--- config.mk ---
export PLATFORM = sky130hd
export DESIGN_NAME = jt95c061_tmr_ctrl
export DESIGN_NICKNAME = d
export VERILOG_FILES = /design/src/rtl/jt95c061_pkg.sv /design/src/rtl/jt95c061_prescaler.sv /design/src/rtl/jt95c061_tmr_ctrl.sv
export SDC_FILE = /design/constraint.sdc
export NUM_CORES = 1
export LEC_CHECK = 0
export BUFFER_PORTS_ARGS = -buffer_cell sky130_fd_sc_hd__buf_2
export CORE_ASPECT_RATIO = 0.5
export CORE_UTILIZATION = 30
export CTS_BUF_LIST = sky130_fd_sc_hd__clkbuf_4 sky130_fd_sc_hd__clkbuf_8 sky130_fd_sc_hd__clkbuf_16
export DETAILED_ROUTE_END_ITERATION = 10
export GPL_TIMING_DRIVEN = 0
export PLACE_DENSITY = 0.48
export SLEW_MARGIN = 0
export SYNTH_ARGS = -nofsm -noshare
export SYNTH_HDL_FRONTEND = slang
export SYNTH_SLANG_ARGS = --single-unit
--- constraint.sdc ---
create_clock -name clk -period 2.5 [get_ports clk]
set_input_delay 0.125 -clock clk [delete_from_list [all_inputs] [get_ports clk]]
set_output_delay 0.125 -clock clk [all_outputs]
set_load 0.05 [all_outputs]
--- src/rtl/jt95c061_pkg.sv ---
// jt95c061_pkg: SFR offsets, prescaler tap positions and FF command codes for the 95C061 timers
package jt95c061_pkg;
  localparam logic [3:0] TRUN_A   = 4'h0;
  localparam logic [3:0] TREG0_A  = 4'h2;
  localparam logic [3:0] TREG1_A  = 4'h3;
  localparam logic [3:0] T01MOD_A = 4'h4;
  localparam logic [3:0] TFFCR_A  = 4'h5;
  localparam logic [3:0] TREG2_A  = 4'h6;
  localparam logic [3:0] TREG3_A  = 4'h7;
  localparam logic [3:0] T23MOD_A = 4'h8;
  localparam int PT1_B   = 2;
  localparam int PT4_B   = 4;
  localparam int PT16_B  = 6;
  localparam int PT256_B = 10;
  localparam logic [1:0] FF_NONE = 2'b11;
endpackage

--- src/rtl/jt95c061_prescaler.sv ---
// jt95c061_prescaler: free-running phi divider with fixed taps, cleared while disabled
module jt95c061_prescaler
  import jt95c061_pkg::*;
#(
  parameter int PRE_W = 11
) (
  input  logic rst,
  input  logic clk,
  input  logic cen,
  input  logic halt,
  input  logic en,
  output logic pt1,
  output logic pt4,
  output logic pt16,
  output logic pt256
);
  logic [PRE_W-1:0] pre;
  logic unused_pre;
  always_ff @(posedge clk or posedge rst)
    if (rst) pre <= '0;
    else if (!en) pre <= '0;
    else if (cen && !halt) pre <= pre + 1'b1;
  assign pt1   = pre[PT1_B];
  assign pt4   = pre[PT4_B];
  assign pt16  = pre[PT16_B];
  assign pt256 = pre[PT256_B];
  assign unused_pre = ^pre;
endmodule

--- src/rtl/jt95c061_tmr_ctrl.sv ---
// jt95c061_tmr_ctrl: timer 0..3 control registers, prescaler and FF command pulses.
// JT95C061_TREG_DBUF_EN adds double buffering of TREG0/TREG2 via T01MOD[4]/T23MOD[4].
module jt95c061_tmr_ctrl
  import jt95c061_pkg::*;
#(
  parameter int PRE_W = 11
) (
  input  logic        rst,
  input  logic        clk,
  input  logic        cen,
  input  logic        halt,
  input  logic        cs,
  input  logic        we,
  input  logic [3:0]  addr,
  input  logic [7:0]  din,
  output logic [7:0]  dout,
  input  logic        tin0,
  input  logic        tin2,
  input  logic [3:0]  over,
  output logic [15:0] muxin,
  output logic [7:0]  muxsel,
  output logic [31:0] cntmax,
  output logic [3:0]  run,
  output logic [3:0]  ffc1,
  output logic [3:0]  ffc3
);
  logic [7:0] trun, t01mod, t23mod, treg0, treg1, treg2, treg3, treg0_rd, treg2_rd;
  logic [3:0] ffcr;
  logic [1:0] cmd1, cmd3;
  logic pt1, pt4, pt16, pt256, wr, unused_over;
  assign wr = cs & we;
  assign unused_over = over[1] ^ over[3];
  jt95c061_prescaler #(.PRE_W(PRE_W)) u_pre (
    .rst(rst), .clk(clk), .cen(cen), .halt(halt), .en(trun[7]),
    .pt1(pt1), .pt4(pt4), .pt16(pt16), .pt256(pt256)
  );
  // cmd fields live only as a pending pulse; they fall back to "none" on the next non-halt cycle
  always_ff @(posedge clk or posedge rst)
    if (rst) begin
      trun <= '0;
      t01mod <= '0;
      t23mod <= '0;
      treg1 <= '0;
      treg3 <= '0;
      ffcr <= '0;
      cmd1 <= FF_NONE;
      cmd3 <= FF_NONE;
    end else begin
      if (!halt) begin
        cmd1 <= FF_NONE;
        cmd3 <= FF_NONE;
      end
      if (wr)
        case (addr)
          TRUN_A:   trun <= din;
          TREG1_A:  treg1 <= din;
          T01MOD_A: t01mod <= din;
          TREG3_A:  treg3 <= din;
          T23MOD_A: t23mod <= din;
          TFFCR_A: begin
            ffcr <= {din[5:4], din[1:0]};
            cmd1 <= din[3:2];
            cmd3 <= din[7:6];
          end
          default: ;
        endcase
    end
`ifdef JT95C061_TREG_DBUF_EN
  logic [7:0] sh0, sh2;
  // a write coinciding with the reload pulse bypasses the shadow
  always_ff @(posedge clk or posedge rst)
    if (rst) begin
      sh0 <= '0;
      sh2 <= '0;
      treg0 <= '0;
      treg2 <= '0;
    end else begin
      if (over[0] && t01mod[4]) treg0 <= sh0;
      if (over[2] && t23mod[4]) treg2 <= sh2;
      if (wr && addr == TREG0_A) begin
        sh0 <= din;
        if (!t01mod[4] || over[0]) treg0 <= din;
      end
      if (wr && addr == TREG2_A) begin
        sh2 <= din;
        if (!t23mod[4] || over[2]) treg2 <= din;
      end
    end
  assign treg0_rd = t01mod[4] ? sh0 : treg0;
  assign treg2_rd = t23mod[4] ? sh2 : treg2;
`else
  always_ff @(posedge clk or posedge rst)
    if (rst) begin
      treg0 <= '0;
      treg2 <= '0;
    end else begin
      if (wr && addr == TREG0_A) treg0 <= din;
      if (wr && addr == TREG2_A) treg2 <= din;
    end
  assign treg0_rd = treg0;
  assign treg2_rd = treg2;
`endif
  always_comb begin
    dout = 8'h00;
    case (addr)
      TRUN_A:   dout = trun;
      TREG0_A:  dout = treg0_rd;
      TREG1_A:  dout = treg1;
      T01MOD_A: dout = t01mod;
      TFFCR_A:  dout = {FF_NONE, ffcr[3:2], FF_NONE, ffcr[1:0]};
      TREG2_A:  dout = treg2_rd;
      TREG3_A:  dout = treg3;
      T23MOD_A: dout = t23mod;
      default:  dout = 8'h00;
    endcase
  end
  assign run    = trun[3:0] & {4{trun[7]}};
  assign muxsel = {t23mod[3:0], t01mod[3:0]};
  assign cntmax = {treg3, treg2, treg1, treg0};
  assign muxin  = {pt256, pt16, pt1, over[2], pt16, pt4, pt1, tin2,
                   pt256, pt16, pt1, over[0], pt16, pt4, pt1, tin0};
  assign ffc1   = {cmd1, ffcr[1:0]};
  assign ffc3   = {cmd3, ffcr[3:2]};
endmodule

Word-level counts from Yosys, hierarchy flattened:

Index checks and enable logic that the tools add are counted.

* logic and storage cells: 42
* input bits: 24
* register bits: 75
* output and inout bits: 76

* add/subtract/negate cells: 1
* bitwise gates (word level): 2
* mux-type cells: 9
* reduce and logical (&&, ||, !) cells: 11
* equal/unequal tests: 8

Operators by type and width (number)
* $pmux 8 s8: 1
* $mux 11: 2
* $eq 4x3->1 const B: 4
* $mux 2: 6
* $reduce_and 2->1: 6
* $add 11x1->11 const B: 1
* $eq 4x2->1 const B: 2
* $and 4x4->4: 1
* $eq 4x4->1 const B: 1
* $logic_not 4->1: 1
* $logic_and 1x1->1: 3
* $ne 2x1->1 const B: 1
* $and 1x1->1: 1
* $logic_not 1->1: 1

Longest topological paths before layout:

* word-level depth: 4
* depth in mapped cells: 6

Cells and area by module:

A second synthesis with hierarchy kept.

* cells, all modules: 325
* area, all modules: 3938.8 um2

By module, submodules not included
* jt95c061_tmr_ctrl: cells each 267, area an instance 3375.7 um2, sequential area each 1606.5 um2, times used 1
* jt95c061_prescaler: cells each 58, area an instance 563.0 um2, sequential area each 275.3 um2, times used 1

Worst setup path after synthesis:

OpenSTA, ideal clock, no wires.

* path type: reg2out
* start: register treg1[6]
* end: output dout[6]
* arrival: 2186 ps
* cell stages (with the launch flop): 4
* path slack: 189 ps
* data required time: 2375 ps
* cells stage by stage: dfrtp_1 mux2_2 a221oi_1 o32ai_1

* word-level cells in the longest chain between the ends: 1

RTL lines
* start, declared: RTL line jt95c061_tmr_ctrl.sv:27 `logic [7:0] trun, t01mod, t23mod, treg0, treg1, treg2, treg3, treg0_rd, treg2_rd;`
* start signal, assigned: RTL line jt95c061_tmr_ctrl.sv:56 `TREG1_A: treg1 <= din;`
* $pmux 8 s8: RTL line jt95c061_tmr_ctrl.sv:105 `case (addr)`
* end, declared: RTL line jt95c061_tmr_ctrl.sv:16 `output logic [7:0] dout,`

Every way passes these cells.

Final worst setup path:

* start: input addr[1]
* end: output dout[4]

* word-level cells in the longest chain between the ends: 2
* elaborated cells between the ends (all ways): 9
* classes of those cells: eq/ne: 7; mux: 1; reduce/logical: 1

RTL lines
* start, declared: RTL line jt95c061_tmr_ctrl.sv:14 `input logic [3:0] addr,`
* $eq 4x4->1, or another cell as far along: RTL line jt95c061_tmr_ctrl.sv:105
* $pmux 8 s8 (*): RTL line jt95c061_tmr_ctrl.sv:105

Mark *: on every way between the ends. The rest lies on a longest branch, timed or not.

==> out/results.tsv <==
metric	value	unit
status	complete, no violations	
Antenna Violating Nets Remaining	0	
Root Driver	clkbuf_16	
share of the synthesized area in the top cell type	46.8	%
Synth Flop Type	dfrtp_1	
clk sink count	75	
fraction of layout cells with a size suffix above 1	51.7	%
Setup Skew	0.00652	ns
DR vias	2742	
Final setup viols	0	
Cell Area, Synth	0.00379	mm^2
VDD IR-drop max	0.373	mV
diodes inserted	0	
R2R Path Start	u_pre.pre[0]	
die area	0.0131	mm^2
relative slew slack	55.5	%
CP endpoint	dout[4]	
Clock transition at path regs	0.06	ns
register area share after synthesis	49.6	%
ys async rst share	100	%
worst-path cell chain	buf_2, buf_2, nor2b_1, a221oi_1, or3_1, o221ai_1, buf_2	
WL per Instance	16.7	um
clk_lat worst skew	0.33	ns
worst-margin pin slew	0.668	ns
post-synthesis cell count	308	
antenna violations before repair	0	
Setup crit end kind	output port	
Detailed Route WL	9.71	mm
Worst path top cell family by delay	simple AND/OR/NAND/NOR gates	
CTS tree	yes	
first-pass GRT wire length	15.6	mm
drt first pass iters	4	
Starting DRT DRC Count	112	
Tmin final	1.86	ns
Buf/Inv on CP	3	
dominant cell type by area after synthesis	dfrtp_1	
Critical Path Source	addr[1]	
MaxCap Viol Count	0	
pin count of the biggest net entering global routing	69	
number of synthesized flops with an enable pin	0	
Cell Area, Placed	0.00449	mm^2
die height	81.5	um
IO Count	100	
RSZ-0062 raised after global routing	no	
distinct cell type count after synthesis	45	
crit path launch type	primary input	
synthesized flop and latch total	75	
Hold Vio Cnt, Final	0	
Remaining Overflow, GRT	0	
mean area per synthesized cell	12.3	um^2
CTS Buf Count	9	
core box area	0.0121	mm^2
Starting Density	31.5	%
Detailed Place HPWL	6.96	mm
r2r setup slk	1.11	ns
Placed Instances	566	
Sequential cell area	0.00188	mm^2
IO buf count	92	
Crit path largest cell delay	0.38	ns
area of all placed cells without fillers	0.00478	mm^2
Worst Hold Class	primary input to flip-flop	
worst reg2reg path endpoint	u_pre.pre[9]	
most used cell, CP	buf_2	
WP data arrival	1.74	ns
number of remaining DRC errors	0	
Max Fclk	537	MHz
die width	161	um
critical path class	primary input to output port	
final layout net count	438	
CTS HTree Levels	3	
fill cell count	1221	
CP required	2.38	ns
Tcrit/Tclk final	74.5	%
CTS max path bufs	2	
Layout Cells excl Fill	583	
leakage power total	2.37	nW
Slew Limit Fails	0	
synth warn	0	
cell row count	28	
Net Count, Synth	333	
WP depth	7	
Area growth syn-to-layout	25.9	%
synth top area cells	dfrtp_1 47%, mux2_2 18%, buf_4 4.7%	
Cell Pwr Density	833	mW/mm^2
Placer Congestion	0.728	
post-DR vias/cell	4.70	
area of the multi-input gates	0.00164	mm^2
commonest non-fill, non-tap cell in the layout	buf_2	
worst hold start	halt	
CP Max Fanout	10	
most frequent cells in the layout	98 x buf_2, 71 x dfrtp_1, 61 x mux2_2, 24 x buf_4, 16 x and2_1	
Worst path slowest cell	nor2b_1	
GRT Resource Usage Total	15.9	%
FF-to-FF path depth	4	
vias in the first global route	2784	
## registers in the layout, indices dropped and copies added (netlist names)
signal,flops
treg3,8
t23mod,8
ffcr,4
t01mod,8
treg2,8
trun,8
u_pre.pre,11
cmd3,2
cmd1,2
treg1,8
treg0,8
## cells in the mapped netlist, types with 2 or more instances
cell type  instances
and2_1            16
o32ai_1            4
buf_4             24
o22ai_1            2
mux2_2            61
a22oi_1            3
and4b_1            2
a221oi_1          10
dfrtp_1           71
xnor2_1            8
a31oi_1            5
a21oi_1            2
mux2i_1            9
inv_1              7
buf_2              6
a211oi_1           2
nor2_1             9
nand2_1           10
nand3_1            3
clkbuf_1           3
a22o_1             2
o221ai_1           3
a2bb2oi_1          2
nor2_2             3
nand4_1            3
nor2b_1           10
dfstp_2            4
or3_1              5
buf_6              2
mux2_4             2
## cell families after synthesis
| group | Yosys count | share of synthesized area, % |
|---|---|---|
| flops | 75 | 49.6 |
| mux | 72 | 21.3 |
| simple gates | 69 | 11.3 |
| buf+inv | 42 | 7.12 |
| compound gates | 40 | 8.28 |
| xor+xnor | 9 | 2.08 |
| fa+ha+maj | 1 | 0.330 |
## metal layers
| layer | global-route usage, % | vias to the layer above | wire [um] | part of all wire [%] |
|---|---|---|---|---|
| met5 | 0 | - | 0 | 0 |
| met2 | 25.2 | 68 | 4360 | 45 |
| li1 | - | 1307 | - | - |
| met4 | 5.19 | 0 | 163 | 1.7 |
| met3 | 3.84 | 14 | 349 | 3.6 |
| met1 | 21.5 | 1353 | 4830 | 50 |
## repair_timing
action,CTS,global route
setup buffers,0,0
hold buffers,1,0
endpoints found under the setup margin,0,0
gates resized for setup,0,0
endpoints found under the hold margin,58,0
## per-stage QoR
stage	hold slack [ns]	worst slack (ns)	total power [W]	util, %	setup TNS [ns]
floorplan	0.187	0.189	0.00250	-	0
global placement	0.384	-0.677	0.00280	37.0	-47.57
detailed placement	0.0355	0.627	0.00281	37.3	0
CTS	0.0331	0.622	0.00404	39.6	0
global route	0.0573	0.487	0.00417	39.6	0
finish	0.0458	0.637	0.00398	39.6	0
## layout make-up
cell class                      count  share of cell area, %
Tap cell                          165                   4.32
Multi-Input combinational cell    191                   34.4
Timing Repair Buffer               94                   10.4
Clock buffer                       11                   5.16
Inverter                            7                  0.602
Clock inverter                      5                  0.628
Buffer                             35                   5.11
Sequential cell                    75                   39.4
## power by group
part           leakage [nW]  total, W  switching, W  internal [W]
registers             0.963   0.00156      0.000147       0.00141
logic                  1.28   0.00122      0.000839      0.000380
clock network         0.135   0.00121      0.000502      0.000705
## how the worst min path moves through the flow
stage                              end  slack, ns  cells past startpoint
after detailed placement  u_pre.pre[2]       0.04                      2
final                          cmd1[1]       0.05                      2
after global placement         cmd3[1]       0.38                      2
after floorplan                cmd1[1]       0.19                      1
after global routing           cmd3[0]       0.06                      2
after CTS                      cmd1[1]       0.03                      2
Power figures use the tool's default switching activity.
